[src/rtl/qupls_agen_tlbq.sv]
// Address-generator to TLB request queue: FIFO of generated addresses, one TLB request at a time,
// with cache-line-crossing accesses split into two sequential requests (original, then next line base).
module qupls_agen_tlbq #(
   parameter int DEPTH = 4,
   parameter int AWID  = 64,
   parameter int LINEW = 6,
   parameter int TAGW  = 5
) (
   input  logic            clk,
   input  logic            rst,
   input  logic            flush,
   input  logic            agen_v,
   input  logic [AWID-1:0] agen_adr,
   input  logic [2:0]      agen_sz,
   input  logic [TAGW-1:0] agen_id,
   input  logic            agen_st,
   output logic            agen_rdy,
   output logic            tlb_req,
   output logic [AWID-1:0] tlb_adr,
   output logic [TAGW-1:0] tlb_id,
   output logic            tlb_st,
   output logic            tlb_part,
   output logic            tlb_last,
   input  logic            tlb_ack,
   output logic            ovf
);

   localparam int PW = $clog2(DEPTH);
   localparam int CW = PW + 1;

   typedef enum logic {ST_FIRST, ST_SECOND} state_t;

   logic [AWID-1:0] q_adr   [DEPTH];
   logic [TAGW-1:0] q_id    [DEPTH];
   logic            q_st    [DEPTH];
   logic            q_split [DEPTH];

   logic [PW-1:0] head, tail;
   logic [CW-1:0] count;
   state_t        state, state_nxt;

   logic [2:0]             sz_eff;
   logic [LINEW:0]         line_end;
   logic                   split_in;
   logic                   enq, pop;
   logic [AWID-1:0]        h_adr;
   logic                   h_split;
   logic [AWID-LINEW-1:0]  next_line;

   assign agen_rdy = (count < CW'(DEPTH));
   assign enq      = agen_v && agen_rdy && !flush;

   // Sizes above 16 bytes are clamped so the shift never exceeds the offset width.
   assign sz_eff   = (agen_sz > 3'd4) ? 3'd4 : agen_sz;
   assign line_end = {1'b0, agen_adr[LINEW-1:0]} + ((LINEW+1)'(1) << sz_eff);
   assign split_in = (line_end > ((LINEW+1)'(1) << LINEW));

   assign h_adr     = q_adr[head];
   assign h_split   = q_split[head];
   assign next_line = h_adr[AWID-1:LINEW] + (AWID-LINEW)'(1);
   assign tlb_id    = q_id[head];
   assign tlb_st    = q_st[head];

   always_comb begin
      state_nxt = state;
      tlb_req   = 1'b0;
      tlb_adr   = h_adr;
      tlb_part  = 1'b0;
      tlb_last  = !h_split;
      pop       = 1'b0;
      case (state)
         ST_FIRST: begin
            tlb_req = (count != '0);
            if (tlb_req && tlb_ack) begin
               if (h_split) state_nxt = ST_SECOND;
               else         pop       = 1'b1;
            end
         end
         ST_SECOND: begin
            tlb_req  = 1'b1;
            tlb_adr  = {next_line, {LINEW{1'b0}}};
            tlb_part = 1'b1;
            tlb_last = 1'b1;
            if (tlb_ack) begin
               pop       = 1'b1;
               state_nxt = ST_FIRST;
            end
         end
         default: state_nxt = ST_FIRST;
      endcase
   end

   always_ff @(posedge clk or posedge rst) begin
      if (rst) begin
         head  <= '0;
         tail  <= '0;
         count <= '0;
         state <= ST_FIRST;
         ovf   <= 1'b0;
         for (int i = 0; i < DEPTH; i++) begin
            q_adr[i]   <= '0;
            q_id[i]    <= '0;
            q_st[i]    <= 1'b0;
            q_split[i] <= 1'b0;
         end
      end else begin
         if (agen_v && !agen_rdy) ovf <= 1'b1;
         if (flush) begin
            head  <= '0;
            tail  <= '0;
            count <= '0;
            state <= ST_FIRST;
         end else begin
            state <= state_nxt;
            if (enq) begin
               q_adr[tail]   <= agen_adr;
               q_id[tail]    <= agen_id;
               q_st[tail]    <= agen_st;
               q_split[tail] <= split_in;
               tail          <= tail + PW'(1);
            end
            if (pop) head <= head + PW'(1);
            case ({enq, pop})
               2'b10:   count <= count + CW'(1);
               2'b01:   count <= count - CW'(1);
               default: count <= count;
            endcase
         end
      end
   end

endmodule

[config.mk]
export PLATFORM = sky130hd
export DESIGN_NAME = qupls_agen_tlbq
export DESIGN_NICKNAME = d
export VERILOG_FILES = /design/src/rtl/qupls_agen_tlbq.sv
export SDC_FILE = /design/constraint.sdc
export NUM_CORES = 1
export LEC_CHECK = 0
export ABC_AREA = 1
export CORE_MARGIN = 4
export CORE_UTILIZATION = 55
export CTS_CLUSTER_SIZE = 16
export DETAILED_ROUTE_END_ITERATION = 10
export PLACE_DENSITY = 0.88
export SKIP_CTS_REPAIR_TIMING = 1
export SLEW_MARGIN = 20
export SYNTH_ARGS = -nofsm -noshare
export SYNTH_HDL_FRONTEND = slang
export SYNTH_SLANG_ARGS = --single-unit
[constraint.sdc]
create_clock -name clk -period 12.68 [get_ports clk]
set_clock_uncertainty 0.15 [all_clocks]
set_input_delay 1.902 -clock clk [delete_from_list [all_inputs] [get_ports clk]]
set_output_delay 1.902 -clock clk [all_outputs]
set_load 0.005 [all_outputs]
==> run_results.csv <==
group,metric,value,unit
outcome,outcome,"complete, no violations",
routing,ant_nets,0,
finish,syn_to_final_growth,16.1,%
global_route,grt_util_all_layers,28.5,%
finish,n_antenna_cell,0,
cts,clk_latency,560,ps
power_and_ir_drop,power.total,4.32,mW
placement,place_area,17400,sq um
placement,dp.final_hpwl,30800,um
logic_synthesis,syn-num-nets,2293,
routing,drt_wl_total,45600,um
logic_synthesis,synth_edf_count,0,
timing,max-slew-margin-rel,27.2,%
global_route,grt_max_degree,138,
logic_synthesis,syn_area_per_cell,7.22,sq um
timing,worst_pin_slew,1090,ps
floorplan,core,28200,sq um
timing,rsz0062_at_grt,"false",
cts,htree_levels,1,
cts,clockRootBuffer,"clkbuf_16",
logic_synthesis,synthTopCellsByArea,"dfrtp_1, nand2_1, o21ai_0, nand3_1, inv_1",
logic_synthesis,syn_inst,2202,
routing,viasPerCell,5.70,
timing,period_needed,7000,ps
finish,final_core_util,65.5,%
worst_setup_path,start_kind,"flop",
global_route,grt_pass1_wl,74000,um
routing,drcViolationCount,0,
floorplan,die_y,178,um
logic_synthesis,synth_warnings,0,
timing,worst_slack,5680,ps
power_and_ir_drop,clkPwrFrac,20.7,%
timing,drv_slew,0,
logic_synthesis,ys_ff_latch,293,
finish,nets,2376,
timing,min_period_over_period,55.2,%
worst_setup_path,cp_data_required_time,10630,ps
logic_synthesis,ys_types,40,
finish,final_cell_area,18500,sq um
routing,num_vias,15300,
floorplan,dieArea,31700,sq um
floorplan,io_pins,153,
power_and_ir_drop,p_seq_share,35.8,%
cts,cts_tree,"done",
global_route,antenna_found_initial,0,
logic_synthesis,synth-async-reset-ratio,100,%
timing,finalSetupViolCount,0,
finish,drive_gt1_share,5.15,%
power_and_ir_drop,p_int,2.58,mW
cts,path_clk_slew,60,ps
floorplan,num_rows,61,
logic_synthesis,ys_seq_area_share,46.1,%
timing,whs,322,ps
power_and_ir_drop,irDropWorstVdd,0.136,mV
worst_setup_path,cp_max_fo,99,
placement,dp_slack,6490,ps
cts,cts_buffer_depth,3,
routing,initialDrtViolationCount,1884,
power_and_ir_drop,p_per_area,234,nW/um^2
power_and_ir_drop,leakage,8.89,nW
placement,place_congestion,1.03,
floorplan,die_w,178,um
timing,max_freq,143,MHz
power_and_ir_drop,combPwrFrac,43.5,%
hold_path,worst_hold_path_type,"flop to flop",
routing,firstDrtPassIters,7,
cts,cts-buffers-inserted,30,
power_and_ir_drop,sw_frac_of_total,40.4,%
floorplan,start_util,56.5,%
worst_setup_path,crit_type,"flop to primary output",
logic_synthesis,syn_area,15900,sq um
logic_synthesis,yosysMostFrequentCell,"nand2_1",
routing,wire_per_inst,17.0,um
finish,finalNonFillerCells,2687,
placement,numPortBuffers,152,
flow_run,maxCapViolations,0,
placement,dp.cells,2630,
worst_setup_path,critPathArrivalTime,4950,ps
cts,clock_sinks,293,
power_and_ir_drop,p_switching,1.74,mW
timing,fin_tns_setup,0,ps
global_route,grt_pass1_vias,14800,
logic_synthesis,ys.flop_type,"dfrtp_1",
logic_synthesis,synth_commonest_cells,"nand2_1, o21ai_0, dfrtp_1",
worst_setup_path,endpoint_kind,"primary output",
logic_synthesis,synth_top_area_share,46.1,%
logic_synthesis,synth_top_area_cell,"dfrtp_1",
global_route,grt-ovfl-total,0,
timing,final_hold_viol_count,0,
critical path, cell delays in order, from the launching register on:
cell             delay, ps
dfrtp_4                690
inv_4                  500
buf_4                  830
nand2_1                190
nand3_1                150
nand2_1                100
nor2_1                 280
nand2_1                160
nor2_2                 140
nand2_1                 60
nor2_1                 310
nand4_1                140
nand2_1                170
clkdlybuf4s50_1        530
power groups by stage:
stage	logic [mW]	registers [mW]	clock network, mW
floorplan	1.17	1.46	0
finish	1.88	1.55	0.895
CTS	1.87	1.54	0.903
global placement	1.78	1.53	0
detailed placement	1.85	1.54	0
global route	2.10	1.58	0.943
flip-flops by register name (all words and copies together) (netlist names):
name	count
count	3
head	2
ovf	1
q_adr	256
q_id	20
q_split	4
q_st	4
state	1
tail	2
area by class of cell:
cell class | count | area (sq um)
clock buffer | 40 | 870
clock inverter | 16 | 139
fill | 2285 | 9700
inverter | 162 | 621
multi-input combinational | 1632 | 7380
sequential | 293 | 7340
tap | 378 | 473
timing repair buffer | 166 | 1640
layer usage:
metal | up-vias | share of wire, % | GRT usage, %
li1 | 7166 | - | -
met1 | 7240 | 41 | 38.9
met2 | 780 | 46 | 46.4
met3 | 130 | 9.1 | 4.81
met4 | 0 | 3.7 | 10.3
met5 | - | 0 | 0
cell usage in the layout (no fill, tap or decap), types with 10 or more instances in the layout:
cell type	instances
a21oi_1	15
buf_4	13
clkbuf_16	31
clkdlybuf4s50_1	152
clkinv_2	11
dfrtp_1	291
ha_1	11
inv_1	154
nand2_1	839
nand2_2	10
nand3_1	161
nand4_1	24
nor2_1	146
nor2_2	21
nor3_1	14
o21ai_0	313
xor2_1	29
final timing paths:
path / slack, ps / cells after the start / to / from
hold reg to reg: 320 / 1 / ovf / ovf
setup / recovery: 5680 / 13 / tlb_adr[63] / head[0]
min in group asynchronous: 1780 / 2 / q_adr[13] / rst
max in group asynchronous: 8550 / 4 / q_adr[179] / rst
setup reg to reg: 9280 / 14 / count[2] / head[0]
hold / removal: 320 / 1 / ovf / ovf
kinds of logic (layout without fill, tap and decap cells):
logic type	count (synthesis)	count (layout)	share of synthesized area (%)
adder cells (fa/ha/maj)	13	13	1.12
other	1	1	0.0236
buffers and inverters	277	384	7.66
AND/OR/NAND/NOR	1236	1236	32.0
flip-flops	293	293	46.1
AO/OA/AOI/OAI	347	347	11.2
XOR/XNOR	35	35	1.93
Power figures use the tool's default switching activity.
